[config.mk]
export PLATFORM = sky130hd
export DESIGN_NAME = uart_tx_flat
export DESIGN_NICKNAME = d
export VERILOG_FILES = /design/src/rtl/uart_tx_if.sv /design/src/rtl/uart_tx.sv /design/src/flat_wrapper.sv
export SDC_FILE = /design/constraint.sdc
export NUM_CORES = 1
export LEC_CHECK = 0
export CORE_MARGIN = 2
export CORE_UTILIZATION = 59
export DETAILED_ROUTE_END_ITERATION = 6
export GPL_ROUTABILITY_DRIVEN = 1
export PLACE_DENSITY = 0.88
export SLEW_MARGIN = 0
export SYNTH_ARGS = -nofsm -noshare
export SYNTH_HDL_FRONTEND = slang
export SYNTH_SLANG_ARGS = --single-unit
[constraint.sdc]
create_clock -name clk -period 4.8 [get_ports clk]
set_input_delay 0.96 -clock clk [delete_from_list [all_inputs] [get_ports clk]]
set_output_delay 0.96 -clock clk [all_outputs]
set_load 0.05 [all_outputs]
[src/rtl/uart_tx_if.sv]
// Handshake and serial-line bundle between a byte producer and uart_tx.
// The producer drives the byte and frame options; uart_tx drives the line and status.
interface uart_tx_if #(
    parameter int unsigned DATA_WIDTH = 8
);
    logic [DATA_WIDTH-1:0] P_DATA;
    logic                  DATA_VALID;
    logic                  PAR_EN;
    logic                  PAR_TYP;
    logic [5:0]            prescale;
    logic                  TX_OUT;
    logic                  ready;
    logic                  busy;
    logic                  frame_done;

    modport master (
        output P_DATA,
        output DATA_VALID,
        output PAR_EN,
        output PAR_TYP,
        output prescale,
        input  TX_OUT,
        input  ready,
        input  busy,
        input  frame_done
    );

    modport slave (
        input  P_DATA,
        input  DATA_VALID,
        input  PAR_EN,
        input  PAR_TYP,
        input  prescale,
        output TX_OUT,
        output ready,
        output busy,
        output frame_done
    );
endinterface

[src/rtl/uart_tx.sv]
// UART transmitter: start bit, data MSB first, optional parity, one stop bit.
// Every bit lasts P clk cycles, P = captured prescale (0 means 64).
// All outputs are registered; a byte offered in the last stop cycle starts the
// next frame with no idle gap.
module uart_tx #(
    parameter int unsigned DATA_WIDTH = 8
) (
    input  logic     clk,
    input  logic     rst,
    uart_tx_if.slave bus
);

    localparam int unsigned BitCntW = $clog2(DATA_WIDTH);
    localparam logic [BitCntW-1:0] LastBit = BitCntW'(DATA_WIDTH - 1);

    typedef enum logic [2:0] {
        StIdle   = 3'd0,
        StStart  = 3'd1,
        StData   = 3'd2,
        StParity = 3'd3,
        StStop   = 3'd4
    } state_e;

    state_e                state_q, state_d;
    logic [5:0]            cnt_q, cnt_d;
    // Holds P-1, so prescale 0 wraps to 63 and yields a 64-cycle bit.
    logic [5:0]            pm1_q, pm1_d;
    logic [BitCntW-1:0]    bit_q, bit_d;
    logic [DATA_WIDTH-1:0] shift_q, shift_d;
    logic                  par_en_q, par_en_d;
    logic                  par_bit_q, par_bit_d;
    logic                  tx_q, tx_d;
    logic                  ready_q, ready_d;
    logic                  busy_q, busy_d;
    logic                  frame_done_q, frame_done_d;

    logic                  accept;
    logic                  last_cnt;
    logic                  load;

    assign accept   = bus.DATA_VALID && ready_q;
    assign last_cnt = (cnt_q == pm1_q);

    // Next-state, capture and registered-output computation for the frame FSM.
    always_comb begin
        state_d      = state_q;
        cnt_d        = last_cnt ? 6'd0 : cnt_q + 6'd1;
        pm1_d        = pm1_q;
        bit_d        = bit_q;
        shift_d      = shift_q;
        par_en_d     = par_en_q;
        par_bit_d    = par_bit_q;
        frame_done_d = 1'b0;
        load         = 1'b0;

        case (state_q)
            StIdle: begin
                cnt_d = 6'd0;
                if (accept) begin
                    load    = 1'b1;
                    state_d = StStart;
                end
            end
            StStart: begin
                if (last_cnt) begin
                    state_d = StData;
                    bit_d   = '0;
                end
            end
            StData: begin
                if (last_cnt) begin
                    if (bit_q == LastBit) begin
                        state_d = par_en_q ? StParity : StStop;
                    end else begin
                        bit_d   = bit_q + BitCntW'(1);
                        shift_d = {shift_q[DATA_WIDTH-2:0], 1'b0};
                    end
                end
            end
            StParity: begin
                if (last_cnt) begin
                    state_d = StStop;
                end
            end
            StStop: begin
                if (last_cnt) begin
                    frame_done_d = 1'b1;
                    if (accept) begin
                        load    = 1'b1;
                        state_d = StStart;
                    end else begin
                        state_d = StIdle;
                    end
                end
            end
            default: begin
                state_d = StIdle;
                cnt_d   = 6'd0;
            end
        endcase

        // Frame options are frozen here so later input changes cannot disturb the frame.
        if (load) begin
            cnt_d     = 6'd0;
            pm1_d     = bus.prescale - 6'd1;
            shift_d   = bus.P_DATA;
            par_en_d  = bus.PAR_EN;
            par_bit_d = bus.PAR_TYP ? ~^bus.P_DATA : ^bus.P_DATA;
        end

        case (state_d)
            StStart:  tx_d = 1'b0;
            StData:   tx_d = shift_d[DATA_WIDTH-1];
            StParity: tx_d = par_bit_d;
            default:  tx_d = 1'b1;
        endcase

        busy_d  = (state_d != StIdle);
        ready_d = (state_d == StIdle) || ((state_d == StStop) && (cnt_d == pm1_d));
    end

    // State and output registers; reset forces an idle line without waiting for clk.
    always_ff @(posedge clk or posedge rst) begin
        if (rst) begin
            state_q      <= StIdle;
            cnt_q        <= 6'd0;
            pm1_q        <= 6'd0;
            bit_q        <= '0;
            shift_q      <= '0;
            par_en_q     <= 1'b0;
            par_bit_q    <= 1'b0;
            tx_q         <= 1'b1;
            ready_q      <= 1'b1;
            busy_q       <= 1'b0;
            frame_done_q <= 1'b0;
        end else begin
            state_q      <= state_d;
            cnt_q        <= cnt_d;
            pm1_q        <= pm1_d;
            bit_q        <= bit_d;
            shift_q      <= shift_d;
            par_en_q     <= par_en_d;
            par_bit_q    <= par_bit_d;
            tx_q         <= tx_d;
            ready_q      <= ready_d;
            busy_q       <= busy_d;
            frame_done_q <= frame_done_d;
        end
    end

    assign bus.TX_OUT     = tx_q;
    assign bus.ready      = ready_q;
    assign bus.busy       = busy_q;
    assign bus.frame_done = frame_done_q;

endmodule

[src/flat_wrapper.sv]
// flat-port wrapper written by rule: the top's interface ports become plain ports
module uart_tx_flat 
#(
    parameter int unsigned DATA_WIDTH = 8
)
  (clk, rst, bus_P_DATA, bus_DATA_VALID, bus_PAR_EN, bus_PAR_TYP, bus_prescale, bus_TX_OUT, bus_ready, bus_busy, bus_frame_done);
  uart_tx_if #(.DATA_WIDTH(DATA_WIDTH)) bus_i ();
  input  logic clk;
  input  logic rst;
  input wire logic [$bits(bus_i.P_DATA)-1:0] bus_P_DATA;
  input wire logic [$bits(bus_i.DATA_VALID)-1:0] bus_DATA_VALID;
  input wire logic [$bits(bus_i.PAR_EN)-1:0] bus_PAR_EN;
  input wire logic [$bits(bus_i.PAR_TYP)-1:0] bus_PAR_TYP;
  input wire logic [$bits(bus_i.prescale)-1:0] bus_prescale;
  output wire logic [$bits(bus_i.TX_OUT)-1:0] bus_TX_OUT;
  output wire logic [$bits(bus_i.ready)-1:0] bus_ready;
  output wire logic [$bits(bus_i.busy)-1:0] bus_busy;
  output wire logic [$bits(bus_i.frame_done)-1:0] bus_frame_done;
  assign bus_i.P_DATA = bus_P_DATA;
  assign bus_i.DATA_VALID = bus_DATA_VALID;
  assign bus_i.PAR_EN = bus_PAR_EN;
  assign bus_i.PAR_TYP = bus_PAR_TYP;
  assign bus_i.prescale = bus_prescale;
  assign bus_TX_OUT = bus_i.TX_OUT;
  assign bus_ready = bus_i.ready;
  assign bus_busy = bus_i.busy;
  assign bus_frame_done = bus_i.frame_done;
  uart_tx #(.DATA_WIDTH(DATA_WIDTH)) u_core (.clk(clk), .rst(rst), .bus(bus_i));
endmodule
## After elaboration in Yosys (flattened, before gate mapping)

Cells that the tools add are included.

- Flip-flop bits (word level): 32
- Input port bits: 19
- Output and inout port bits: 4
- Word-level logic and storage cells: 73

- Add/sub/neg operators: 3
- Equal/unequal tests: 15
- Multiplexer cells: 29
- Reduce and logical (&&, ||, !) cells: 14

Operators by type and width:

| kind | number |
|---|---|
| 8-bit 2-to-1 mux | 4 |
| 3-bit 2-to-1 mux | 10 |
| 6-bit 2-to-1 mux | 4 |
| 3-bit case mux with 5 select lines | 1 |
| 3-bit by 2-bit == test with 1-bit output, second input constant | 4 |
| 6-bit == test | 2 |
| 3-bit == test, second input constant | 3 |
| 8-bit XNOR reduction | 1 |
| 8-bit XOR reduction | 1 |
| 1-bit 2-to-1 mux | 7 |
| 6-bit by 1-bit adder with 6-bit output, second input constant | 1 |
| 3-bit by 1-bit == test with 1-bit output, second input constant | 2 |
| 3-bit logical NOT | 2 |
| 2-bit by 1-bit inequality test with 1-bit output, second input constant | 3 |
| 3-bit case mux with 2 select lines | 1 |
| 2-bit nonzero test | 3 |
| 6-bit by 1-bit subtractor with 6-bit output, second input constant | 1 |
| 4-bit AND reduction | 1 |
| 4-bit OR reduction | 1 |
| 3-bit by 1-bit adder with 3-bit output, second input constant | 1 |
| 1-bit case mux with 3 select lines | 1 |
| 3-bit AND reduction | 1 |
| 3-bit nonzero test | 1 |
| 1-bit logical AND | 2 |
| 3 further kinds | 3 |

## Depth between registers and ports, before layout

Gate-level depths: netlist of run 1.

- Word-level depth: 8
- Depth in mapped cells: 9
- Mapped depth without buffers: 9

## Worst setup path before layout of run 1

Ideal clock, no wire load.

- Kind: input to register
- Start point: input port bus_DATA_VALID
- End point: register u_core.ready_q, in the netlist u_core.bus.ready
- Data arrival time: 2653 ps
- Required time: 4737 ps
- Slack: 2084 ps
- Stages on the path: 8
- Buffers on the path: 1
- Cell sequence: nor4bb_2 and2b_1 a31o_1 buf_6 mux2_4 mux2_2 o21ai_0 o221a_1

- Cells in the longest elaborated chain, start to end: 8
- Elaborated cells between the ends (all ways): 15
- Those cells by class: 2 x eq/ne; 9 x mux; 4 x reduce/logical

Ends and longest elaborated chain:

| what | RTL line | RTL |
|---|---|---|
| from (decl) | flat_wrapper.sv:11 | `input wire logic [$bits(bus_i.DATA_VALID)-1:0] bus_DATA_VALID;` |
| 1-bit logical AND (*) | uart_tx.sv:41 | `assign accept = bus.DATA_VALID && ready_q;` |
| 1-bit 2-to-1 mux (*) | uart_tx.sv:59, uart_tx.sv:88 |  |
| 1-bit 2-to-1 mux | uart_tx.sv:86 | `if (last_cnt) begin` |
| 1-bit case mux with 2 select lines (*) | uart_tx.sv:56 | `case (state_q)` |
| 6-bit 2-to-1 mux (*) | uart_tx.sv:103 | `if (load) begin` |
| named net u_core.pm1_d[3] | uart_tx.sv:27 | `logic [5:0] pm1_q, pm1_d;` |
| 6-bit == test (*) | uart_tx.sv:119 | `ready_d = (state_d == StIdle) \|\| ((state_d == StStop) && (cnt_d == pm1_d));` |
| 1-bit logical AND (*) | uart_tx.sv:119 |  |
| 1-bit logical OR (*) | uart_tx.sv:119 |  |
| named net u_core.ready_d | uart_tx.sv:33 | `logic ready_q, ready_d;` |
| to (signal assigned) | uart_tx.sv:145 | `ready_q <= ready_d;` |
| to (decl) | uart_tx.sv:33 |  |

Mark *: on every way through the listed nets, which the timed path passes. The rest lies on a longest branch.
A chain may end at the register's enable or synchronous reset.

## Final worst setup path of run 1

Ends and elaborated chain as after synthesis.

==> metrics.yaml, run 1 <==
rsz0062_at_grt: "no"
hold_path_end: "u_core.shift_q[2]$_DFFE_PP0P_"
final_common_cell: "dfrtp_1"
cts_tree: "done"
hold_viol: 0
p_total_uw: 1200
layout.nets: 234
rows: 20
drc: 0
cts_buffer_depth: 2
grt_pass1_vias: 1483
regToRegSetupSlack_ns: 1.91
area_growth_pct: 17.5
p_leak_uw: 0.000971
fin_tns_setup_ns: 0
ctsRootBufferMaster: "clkbuf_4"
overflow: 0
final_cells: 245
dp.cells: 237
cts_sinks: 32
grt_pass1_wl_um: 6440
drive_above_1_share_pct: 9.43
status: "finished, final reports clean"
hpwlAfterDp_um: 2830
cp-end-kind: "flip-flop"
cts_setup_buffers: 0
maxCapViolations: 0
worst_hold_path_type: "reg -> reg"
cts_max_level: 2
coreArea_um2: 3000
synth_nets: 208
insertion_delay_ns: 0.33
setup_viol_count_final: 0
rr_endpoint: "u_core.bus.ready$_DFF_PP1_"
layout_common_cells: "30 x dfrtp_1, 26 x nand2_1, 22 x clkdlybuf4s50_1"
ios: 23
hold_depth: 2
wl_per_cell_um: 14.8
hold_buffers: 0
viasPerCell: 5.99
grt_max_degree: 33
grt_usage_pct: 24.4
hp-start: "u_core.shift_q[2]$_DFFE_PP0P_"
drt_first_pass_iters: 5
syn_area_per_cell_um2: 9.87
synth_cell_types: 44
clk_pin_slew_ns: 0.09
fin_skew_ns: 0.00798
detail-route-antenna-nets: 0
die_w_um: 59.6
drt_iter0_markers: 118
die_area_um2: 3560
slew_violations: 0
syn-instance-count: 185
crit_type: "in -> reg"
cts-resized-gates: 0
power_density_nw_per_um2: 558
start_util_pct: 60.8
antenna_found_initial: 0
die_y_um: 59.6
finalCritPeriodShare_pct: 69.9
yosys_warnings: 0
cp.required_ns: 5.07
cp-start-kind: "input pin"
irDropWorstVdd_mv: 0.315
gp_congestion: 0.863
fin_crit_ns: 3.35
io_buffer_count: 22
synthesis.area_um2: 1830
relSlewSlack_pct: 58.1
r2r_cells: 7
worst_slew_pin_slew_ns: 0.629
vias: 1468
crit_fanout: 19
numCtsBuffers: 5
fmax_ghz: 0.298
r2r-start: "u_core.bus.ready$_DFF_PP1_"
worstPathArrival_ns: 3.62
ys_seq_elements: 32
fillCellCount: 205
ys_seq_area_share_pct: 44.0
n_antenna_cell: 0
drt_wl_total_um: 3630
synth_stat cells, drive strengths merged:
| cell | n | share of area, % |
|---|---|---|
| a22oi | 6 | 2.5 |
| a31oi | 2 | 1.0 |
| o2bb2ai | 1 | 0.48 |
| o22ai | 2 | 0.68 |
| a22o | 1 | 0.48 |
| a21oi | 5 | 1.4 |
| a31o | 1 | 0.48 |
| nor4 | 1 | 1.2 |
| o221a | 1 | 0.62 |
| nor2 | 12 | 2.5 |
| inv | 7 | 1.4 |
| mux2 | 4 | 2.7 |
| buf | 3 | 1.2 |
| o211a | 2 | 1.1 |
| nand4 | 2 | 0.68 |
| clkbuf | 1 | 0.21 |
| xnor2 | 11 | 5.3 |
| nand3 | 5 | 1.4 |
| o21a | 1 | 0.41 |
| and2 | 1 | 0.34 |
| a211oi | 1 | 0.41 |
| dfrtp | 30 | 41 |
| o21ba | 1 | 0.55 |
| nor2b | 2 | 0.68 |
| mux2i | 5 | 2.7 |
| nand2 | 27 | 5.7 |
| nor3 | 3 | 0.82 |
| a2bb2oi | 1 | 0.48 |
| xor2 | 14 | 6.7 |
| and2b | 1 | 0.41 |
| dfstp | 2 | 2.9 |
| nor3b | 3 | 1.8 |
| ha | 4 | 2.7 |
| o21ai | 16 | 4.4 |
| a21o | 1 | 0.41 |
| and3 | 2 | 0.68 |
| nor4bb | 1 | 0.89 |
| or3 | 2 | 0.68 |
critical path: stages:
cell	delay, ns
clkdlybuf4s50_1	0.45
nor4bb_2	0.46
and2b_1	0.23
a31o_1	0.52
mux2_4	0.38
mux2_2	0.27
o21ai_0	0.14
o221a_1	0.21
final cells by class:
type / count / area (um2) / area share [%]
Clock inverter: 2 / 35.0 / 1.63
Clock buffer: 6 / 41.3 / 1.92
Timing Repair Buffer: 23 / 228 / 10.6
Multi-Input combinational cell: 142 / 972 / 45.3
Inverter: 7 / 26.3 / 1.22
Sequential cell: 32 / 803 / 37.4
Tap cell: 33 / 41.3 / 1.92
logic make-up (layout without fill, tap and decap cells):
kind of cell               after synthesis  after routing  share of synthesized area, %
and+or+nand+nor                         62             62                          17.7
AOI/OAI and AO/OA                       42             42                          15.3
muxes                                    9              9                          5.41
xor gates and xnor gates                25             25                          12.0
adders and majority gates                4              4                          2.74
DFF                                     32             32                          44.0
buffers and inverters                   11             38                          2.81
per-stage QoR:
step           instance area [um2]  hold WS (ns)  worst slack, ns  utilization (%)
2_1_floorplan                 1830         0.446             2.08                -
3_3_place_gp                  2070         0.461             1.25             69.0
3_5_place_dp                  2070         0.475             1.14             69.0
4_1_cts                       2150         0.498             1.49             71.5
5_1_grt                       2150         0.527             1.28             71.5
6_report                      2150         0.496             1.45             71.5
metal layers:
layer | part of all wire [%] | track usage (%) | vias up
met2 | 51 | 42.1 | 53
li1 | - | - | 702
met5 | 0 | 0 | -
met4 | 2.1 | 8.89 | 0
met1 | 42 | 29.3 | 705
met3 | 5.5 | 5.90 | 8
worst max-delay path by stage:
stage                        start                    endpoint  slack (ns)  cells past startpoint
floorplan           bus_DATA_VALID  u_core.bus.ready$_DFF_PP1_        2.08                      8
global placement    bus_DATA_VALID  u_core.bus.ready$_DFF_PP1_        1.25                      8
detailed placement  bus_DATA_VALID  u_core.bus.ready$_DFF_PP1_        1.14                      8
CTS                 bus_DATA_VALID  u_core.bus.ready$_DFF_PP1_        1.49                      8
global route        bus_DATA_VALID  u_core.bus.ready$_DFF_PP1_        1.28                      8
finish              bus_DATA_VALID  u_core.bus.ready$_DFF_PP1_        1.45                      8
sequential cells by signal (all words and copies together), names as in the netlist:
name                   flops
u_core.par_bit_q           1
u_core.bus.busy            1
u_core.par_en_q            1
u_core.bus.ready           1
u_core.bus.TX_OUT          1
u_core.pm1_q               6
u_core.bit_q               3
u_core.state_q             3
u_core.bus.frame_done      1
u_core.shift_q             8
u_core.cnt_q               6
power breakdown:
part / total [uW] / switching, uW / internal (uW) / leakage, uW
Sequential: 480 / 100 / 380 / 0.000399
Combinational: 518 / 299 / 219 / 0.000530
Clock: 199 / 89.6 / 109 / 0.0000422
Total: 1200 / 489 / 709 / 0.000971
No activity file was read; power rests on OpenSTA's default activity.
==> inputs of run 2 (changes only) <==
CORE_UTILIZATION = 49   (was 59)
PLACE_DENSITY = 0.79   (was 0.88)
clock period = 2.79 ns   (was 4.8 ns; I/O delays follow)
==> metrics.yaml, run 2 (same netlist as run 1, synthesis figures left out) <==
cp.required_ns: 3.02  # was 5.07 ns
crit_fanout: 4  # was 19
p_int_uw: 1330  # was 709 uW
worst_slew_pin_slew_ns: 0.532  # was 0.629 ns
pwr-share-seq_pct: 37.8  # was 40.1%
largest_register: "u_core.shift_q"  # unchanged
antenna_found_initial: 0  # unchanged
slowest_stage: "clkdlybuf4s50_1"  # was a31o_1
final_common_cell: "dfrtp_1"  # unchanged
layout_common_cells: "30 x dfrtp_1, 26 x nand2_1, 22 x clkdlybuf4s50_1"  # unchanged
vias: 1455  # was 1468
fmax_ghz: 0.418
die_area_um2: 4230  # was 3560 um2
area_growth_pct: 23.4  # was 17.5%
drt_first_pass_iters: 4  # was 5
design_area_um2: 2250  # was 2150 um2
critPathMaxStageDelay_ns: 0.45  # was 0.52 ns
ios: 23  # unchanged
coreArea_um2: 3630  # was 3000 um2
cp_cell_sequence: "clkdlybuf4s50_1 > nor4bb_2 > buf_4 > a31o_1 > mux2_4 > mux2_2 > o21ai_0 > o221a_1"  # was clkdlybuf4s50_1 > nor4bb_2 > and2b_1 > a31o_1 > mux2_4 > mux2_2 > o21ai_0 > o221a_1
cts_tree: "done"  # unchanged
wl_per_cell_um: 13.0  # was 14.8 um
drt_wl_total_um: 3470  # was 3630 um
gp_congestion: 0.802  # was 0.863
cts-resized-gates: 0  # unchanged
slew_violations: 0  # unchanged
rows: 22  # was 20
finalCritPeriodShare_pct: 85.8
drive_above_1_share_pct: 12.8  # was 9.43%
overflow: 0  # unchanged
start_util_pct: 50.3  # was 60.8%
grt_max_degree: 33  # unchanged
insertion_delay_ns: 0.28  # was 0.33 ns
numCtsBuffers: 5  # unchanged
io_buffer_count: 22  # unchanged
worstPathArrival_ns: 2.62  # was 3.62 ns
cp-end-kind: "flip-flop"  # unchanged
cp-start-kind: "input pin"  # unchanged
regToRegSetupSlack_ns: 0.44  # was 1.91 ns
power_density_nw_per_um2: 966  # was 558 nW/um2
die_y_um: 65.1  # was 59.6 um
irDropWorstVdd_mv: 0.485  # was 0.315 mV
ctsRootBufferMaster: "clkbuf_8"  # was clkbuf_4
status: "finished, final reports clean"  # unchanged
grt_pass1_wl_um: 6090  # was 6440 um
placed_area_um2: 2140  # was 2070 um2
drt_iter0_markers: 101  # was 118
detail-route-antenna-nets: 0  # unchanged
maxCapViolations: 0  # unchanged
layout.nets: 241  # was 234
setup_viol_count_final: 0  # unchanged
die_w_um: 65.1  # was 59.6 um
hpwlAfterDp_um: 2660  # was 2830 um
combinationalPowerShare_pct: 42.0  # was 43.3%
cts_sinks: 32  # unchanged
p_leak_uw: 0.00102  # was 0.000971 uW
drc: 0  # unchanged
fin_tns_setup_ns: 0  # unchanged
hold_buffers: 0  # unchanged
cts_max_level: 2  # unchanged
hold_viol: 0  # unchanged
relSlewSlack_pct: 64.5  # was 58.1%
worst_hold_path_type: "reg -> reg"  # unchanged
crit_type: "in -> reg"  # unchanged
grt_usage_pct: 19.0  # was 24.4%
setup_slack_ns: 0.396  # was 1.45 ns
fillCellCount: 323  # was 205
largest_reg_flops: 8  # unchanged
fin_crit_ns: 2.39
p_sw_uw: 847  # was 489 uW
viasPerCell: 5.45  # was 5.99
grt_pass1_vias: 1360  # was 1483
switching_share_pct: 38.9  # was 40.8%
cts_buffer_depth: 2  # unchanged
fin_skew_ns: 0.00481  # was 0.00798 ns
largest_registers: "u_core.shift_q x8, u_core.cnt_q x6, u_core.pm1_q x6"  # unchanged
rsz0062_at_grt: "no"  # unchanged
cts_setup_buffers: 0  # unchanged
clkPwrFrac_pct: 20.2  # was 16.6%
pre_cts_ws_ns: 0.127  # was 1.14 ns
clk_pin_slew_ns: 0.07  # was 0.09 ns
n_antenna_cell: 0  # unchanged
==> run 2: path summary, 6_finish.rpt <==
kind,startpoint,depth (start not counted),end
max in group asynchronous,rst,3,u_core.bus.TX_OUT$_DFF_PP1_
min reg2reg,u_core.shift_q[4]$_DFFE_PP0P_,2,u_core.shift_q[4]$_DFFE_PP0P_
max reg2reg,u_core.cnt_q[0]$_DFF_PP0_,7,u_core.bus.ready$_DFF_PP1_
min in group asynchronous,rst,3,u_core.cnt_q[0]$_DFF_PP0_
max,bus_DATA_VALID,8,u_core.bus.ready$_DFF_PP1_
min,u_core.shift_q[4]$_DFFE_PP0P_,2,u_core.shift_q[4]$_DFFE_PP0P_
==> run 2: final cells by class <==
type	instances	area [um2]	area share [%]
Sequential cell	32	803	35.6
Tap cell	48	60.1	2.67
Timing Repair Buffer	30	280	12.4
Multi-Input combinational cell	142	972	43.1
Clock buffer	5	68.8	3.05
Clock inverter	3	42.5	1.89
Inverter	7	26.3	1.17
==> run 2: routing by layer <==
layer	up-vias	wire [um]	global-route usage, %
li1	713	-	-
met1	697	1580	24.7
met2	37	1670	30.3
met3	8	126	3.65
met4	0	85	9.38
met5	-	0	0
==> run 2: power groups by stage <==
stage / registers, uW / logic [uW] / clock network, uW
floorplan: 828 / 661 / 0
global placement: 824 / 897 / 0
detailed placement: 828 / 920 / 0
CTS: 819 / 924 / 448
global route: 849 / 1020 / 476
finish: 822 / 915 / 441
==> run 2: per-stage QoR <==
step           util, %  instances  power, uW  hold WS, ns
2_1_floorplan        -        185       1490        0.446
3_3_place_gp      59.0        259       1720        0.460
3_5_place_dp      59.0        259       1750        0.469
4_1_cts           62.0        267       2190        0.484
5_1_grt           62.0        267       2340        0.516
6_report          62.0        267       2180        0.480
==> run 2: worst max-delay path: cells and delay by family <==
family,cells,cell delay (ns)
AOI/OAI and AO/OA,3,0.57
buffers and inverters,2,0.64
muxes,2,0.60
and+or+nand+nor,1,0.24
==> inputs of run 3 (changes only) <==
CTS_CLUSTER_SIZE = 24   (was unset)
==> results of run 3 <==
Same layout as run 2: the final DEF is identical, and so are final timing and power.
